### src/rtl/pipe_add.sv
// pipe_add -- pipelined WIDTH-bit adder with valid/ready handshakes.
//
// The add is split into NSTAGE = WIDTH/CHUNK ripple chunks. Each stage
// adds one chunk and registers the partial sum, the chunk carry and a copy
// of the operands. The final stage drives the outputs directly. Stalls are
// global: every stage holds while the output is valid and not accepted.
//
// Optional feature macro: PIPE_ADD_SUB_EN. When it is defined, the block
// gains a `sub` input and computes a + ~b + 1 for sub=1.
//
// Ports:
//   clock      rising-edge clock
//   reset      synchronous, active-high reset
//   in_valid   operand set valid
//   in_ready   block can accept an operand set this cycle
//   a, b       operands (WIDTH bits)
//   c_in       carry in (ignored when sub=1)
//   sub        subtract select (only with PIPE_ADD_SUB_EN)
//   out_valid  result valid
//   out_ready  downstream accepts the result
//   sum        a + b + c_in modulo 2^WIDTH
//   c_out      carry out of the MSB
//   ovf        two's-complement overflow (carry into MSB ^ carry out of MSB)
module pipe_add #(
  parameter int WIDTH = 16,
  parameter int CHUNK = 4
) (
  input  logic             clock,
  input  logic             reset,
  input  logic             in_valid,
  output logic             in_ready,
  input  logic [WIDTH-1:0] a,
  input  logic [WIDTH-1:0] b,
  input  logic             c_in,
`ifdef PIPE_ADD_SUB_EN
  input  logic             sub,
`endif
  output logic             out_valid,
  input  logic             out_ready,
  output logic [WIDTH-1:0] sum,
  output logic             c_out,
  output logic             ovf
);

  localparam int NSTAGE = WIDTH / CHUNK;

  if ((WIDTH < CHUNK) || (WIDTH % CHUNK != 0)) begin : g_cfg_check
    $error("pipe_add: WIDTH (%0d) must be a non-zero multiple of CHUNK (%0d)", WIDTH, CHUNK);
  end

  // Subtraction is folded in before stage 1: inverting b and forcing the
  // carry in lets the same adder chain compute a - b, and the inverted
  // operand travels down the pipeline with the rest of the operand set.
  logic [WIDTH-1:0] b_eff;
  logic             cin_eff;
`ifdef PIPE_ADD_SUB_EN
  assign b_eff   = sub ? ~b : b;
  assign cin_eff = sub | c_in;
`else
  assign b_eff   = b;
  assign cin_eff = c_in;
`endif

  // Global stall: the pipeline moves only when the output slot is free or
  // being drained this cycle.
  logic advance;
  assign advance  = !out_valid || out_ready;
  assign in_ready = advance && !reset;

  // Per-stage registers; element k belongs to pipeline stage k+1.
  logic             vld_q [NSTAGE];
  logic [WIDTH-1:0] sum_q [NSTAGE];
  logic             cy_q  [NSTAGE];
  logic [WIDTH-1:0] a_q   [NSTAGE];
  logic [WIDTH-1:0] b_q   [NSTAGE];
  logic             ovf_q;

  genvar gi;
  for (gi = 0; gi < NSTAGE; gi++) begin : g_stage
    logic             vld_in;
    logic [WIDTH-1:0] a_in;
    logic [WIDTH-1:0] b_in;
    logic [WIDTH-1:0] sum_in;
    logic             cy_in;
    logic [CHUNK-1:0] chunk_d;
    logic             cy_d;
    logic [WIDTH-1:0] sum_d;

    if (gi == 0) begin : g_src
      assign vld_in = in_valid;
      assign a_in   = a;
      assign b_in   = b_eff;
      assign sum_in = '0;
      assign cy_in  = cin_eff;
    end else begin : g_src
      assign vld_in = vld_q[gi-1];
      assign a_in   = a_q[gi-1];
      assign b_in   = b_q[gi-1];
      assign sum_in = sum_q[gi-1];
      assign cy_in  = cy_q[gi-1];
    end

    assign {cy_d, chunk_d} = {1'b0, a_in[gi*CHUNK +: CHUNK]}
                           + {1'b0, b_in[gi*CHUNK +: CHUNK]}
                           + {{CHUNK{1'b0}}, cy_in};

    // Lower sum bits pass through; this stage fills in only its own chunk.
    always_comb begin
      sum_d                    = sum_in;
      sum_d[gi*CHUNK +: CHUNK] = chunk_d;
    end

    always_ff @(posedge clock) begin
      if (reset) begin
        vld_q[gi] <= 1'b0;
        sum_q[gi] <= '0;
        cy_q[gi]  <= 1'b0;
        a_q[gi]   <= '0;
        b_q[gi]   <= '0;
      end else if (advance) begin
        vld_q[gi] <= vld_in;
        sum_q[gi] <= sum_d;
        cy_q[gi]  <= cy_d;
        a_q[gi]   <= a_in;
        b_q[gi]   <= b_in;
      end
    end

    if (gi == NSTAGE - 1) begin : g_flag
      // Carry into the MSB is recovered from the MSB sum bit and its operand
      // bits, so no extra carry tap inside the chunk adder is needed.
      logic msb_cin;
      assign msb_cin = sum_d[WIDTH-1] ^ a_in[WIDTH-1] ^ b_in[WIDTH-1];

      always_ff @(posedge clock) begin
        if (reset) begin
          ovf_q <= 1'b0;
        end else if (advance) begin
          ovf_q <= msb_cin ^ cy_d;
        end
      end
    end
  end

  assign out_valid = vld_q[NSTAGE-1];
  assign sum       = sum_q[NSTAGE-1];
  assign c_out     = cy_q[NSTAGE-1];
  assign ovf       = ovf_q;

endmodule
### config.mk
export PLATFORM = sky130hd
export DESIGN_NAME = pipe_add
export DESIGN_NICKNAME = d
export VERILOG_FILES = /design/src/rtl/pipe_add.sv
export SDC_FILE = /design/constraint.sdc
export NUM_CORES = 1
export LEC_CHECK = 0
export ABC_AREA = 1
export CAP_MARGIN = 20
export CORE_ASPECT_RATIO = 1.75
export CORE_UTILIZATION = 31
export CTS_CLUSTER_SIZE = 25
export DETAILED_ROUTE_END_ITERATION = 12
export SLEW_MARGIN = 20
export SYNTH_ARGS = -nofsm -noshare
export SYNTH_HDL_FRONTEND = slang
export SYNTH_SLANG_ARGS = --single-unit
### constraint.sdc
create_clock -name clock -period 4.3 [get_ports clock]
set_input_delay 0.86 -clock clock [delete_from_list [all_inputs] [get_ports clock]]
set_output_delay 0.86 -clock clock [all_outputs]
set_load 0.05 [all_outputs]
==> key figures <==
STA
  – Final setup margin: roughly 1500 ps
  – Setup Skew: roughly 7.3 ps
  – Final setup fails: 0
  – Fin. max-slew vios: 0
  – Hold_ws: around 520 ps
  – Fin Setup TNS: 0 ps
  – Final period util: 64.7%
  – FMAX: roughly 0.36 GHz
  – Fin. Hold Viols: 0
  – Slew @ Worst Pin: 891 ps
  – Unrepaired setup endpoints after global routing: false
  – Worst rel slew slack: 40.6%
  – Period minus WS final: 2780 ps

Pwr
  – Maximum VDD drop: 174 uV
  – Switch Pwr: 492 uW
  – Switching Fraction: 22.9%
  – Overall Power: 2150 uW
  – Clk pwr share: between 30% and 40%
  – Power Density: 401 mW/mm2
  – Sequential power share: 52.3%
  – P_int: approximately 1700 uW
  – Leak: 0.00235 uW
  – Comb pwr share: 10.3%

Routing
  – DRT antenna net count: 0
  – Final WL: 6.01 mm
  – Total iterations of the first detailed-routing run: 4
  – Vias/cell: 3.94
  – Starting DRC count in detailed routing: 106
  – DR DRC count: 0
  – Vias: 2453
  – WL/cell: roughly 9.7 um

Clock tree
  – Root Driver: clkbuf_16
  – TritonCTS Sinks: 97
  – CTS H-tree depth: 3
  – CTS Buf Count: 9
  – Clk slew on worst S/H paths: roughly 70 ps
  – Worst skew pair latency: 340 ps
  – Number of gates resized after cts: 0
  – Hold-fix buffers at CTS: 0
  – Setup Buffers After CTS: 0
  – Clock buffer depth: 2
  – CTS tree: done

Layout
  – Fillers: between 1000 and 1500
  – Multi-input logic area: roughly 940 um2
  – Layout cell share with drive strength beyond 1: 5.36%
  – Register area: 0.00290 mm2
  – Most common cell after layout, fill and taps aside: inv_1
  – Core Util, Final: 39.7%
  – Commonest non-fill, non-tap cells in the layout: inv_1, edfxtp_1, nor2_1
  – Layout area overhead: 23.3%
  – Nets: 500
  – Ant. Diodes: 0

Worst hold path
  – WHS Path Cells: 2
  – Worst Hold End: ovf
  – Min-Delay Path Class: flip-flop to flip-flop
  – Hold wc startpoint: ovf

Setup path
  – Max FO, Critical Path: 8
  – Max incr delay on CP: approximately 390 ps
  – Slowest CP cell: clkdlybuf4s50_1
  – Reg-to-Reg End: ovf
  – Required time of the critical path: ~3400 ps
  – Cell Chain, Critical Path: clkdlybuf4s50_1 -> inv_1 -> nand2_4 -> inv_1 -> buf_4 -> buf_4
  – R2r worst-path depth: 8
  – Worst reg2reg setup slack: 2360 ps
  – Kind of end point of the critical path: output port
  – Crit path arrival time: 1920 ps
  – Reg-to-Reg Start: cy_q[1][0]
  – Kind of critical path: input port to output port
  – Startpoint types: input port

Floorplan
  – Initial core utilization: 32.2%
  – Die width: 91.6 um
  – Die Area: approximately 0.015 mm2
  – # rows: 56
  – Die height: 159 um
  – Top Ports: between 50 and 60
  – Core area: 0.0135 mm2

Logic synthesis
  – Syn_nets: 440
  – Post-Syn Area: 0.00435 mm2
  – Syn avg cell area: 11.4 um2
  – Cells after Synth: between 300 and 400
  – Ys Warns: 0
  – Sequential area share after synthesis: 66.7%
  – Seq cells post-synth: 97
  – Count of different cell masters after synthesis: 17

Status
  – Status: complete, no violations

Place
  – HPWL after DPL: around 4.0 mm
  – Setup WS pre-CTS: 1510 ps
  – GPL Wtd Cong: 0.744
  – I/O Buffers: 56

Global routing
  – Number of global-route vias before repair: 2449
  – First-pass GRT wire length: 10.4 mm
  – Total track usage: 9.24%
  – Largest net degree at the start of global routing: a little over 90
  – Initial antenna violation count: 0
  – Congestion Overflow GR: 0

Flow run
  – Max cap viols: 0
## sequential cells by signal, indices dropped and copies added, names as in the netlist
| register | flops |
|---|---|
| sum_q | 40 |
| a_q | 24 |
| b_q | 24 |
| cy_q | 4 |
| vld_q | 4 |
| ovf | 1 |
## cell usage after synthesis (all sizes together)
| library cell | instances | area (um2) |
|---|---|---|
| dfxtp | 1 | 20.0 |
| nand2 | 22 | 87.6 |
| nand3b | 3 | 22.5 |
| buf | 10 | 113 |
| inv | 110 | 413 |
| nand3 | 8 | 45.0 |
| o21ai | 7 | 35.0 |
| nor3b | 1 | 12.5 |
| edfxtp | 96 | 2880 |
| ha | 12 | 150 |
| a21oi | 14 | 70.1 |
| fa | 8 | 160 |
| nor2 | 91 | 342 |
## how the worst max path moves through the flow
stage	from	endpoint	slack, ps	cells after the start
2_1_floorplan	out_ready	a_q[0][10]	780	4
3_3_place_gp	reset	in_ready	1520	6
3_5_place_dp	reset	in_ready	1510	6
4_1_cts	reset	in_ready	1510	6
5_1_grt	reset	in_ready	1460	6
6_report	reset	in_ready	1520	6
## cell families after synthesis
kind of cell    share of synthesized area (%)
fa+ha+maj                                7.13
compound gates                           2.41
buf+inv                                  12.1
flops                                    66.7
simple gates                             11.7
## area by class of cell
type                            instances  share of cell area [%]
Inverter                              110                    7.69
Timing Repair Buffer                   59                    11.0
Clock buffer                           10                    4.27
Tap cell                              174                    4.06
Multi-Input combinational cell        166                    17.5
Sequential cell                        97                    54.1
Clock inverter                          6                    1.40
## routing by layer
layer	GRT usage [%]	routed length (um)	vias up
met5	0	0	-
met4	6.93	212	0
met3	2.54	212	14
met2	17.0	3310	52
met1	8.32	2270	1084
li1	-	-	1303
## worst max-delay path: cells and delay by family
| family | cells | cell delay [ps] |
|---|---|---|
| simple gates | 1 | 70 |
| buf+inv | 5 | 990 |
## power by group through the flow
| stage | sequential [uW] | combinational (uW) | clock [uW] |
|---|---|---|---|
| after floorplan | 1180 | 112 | 0 |
| after global placement | 1150 | 217 | 0 |
| after detailed placement | 1150 | 222 | 0 |
| after CTS | 1130 | 224 | 829 |
| after global routing | 1130 | 249 | 862 |
| final | 1130 | 221 | 805 |
## through the flow
stage	instances	instance area [um2]
floorplan	383	4350
global placement	606	5060
detailed placement	606	5060
CTS	622	5370
global route	622	5370
finish	622	5370
Power figures use the tool's default switching activity.
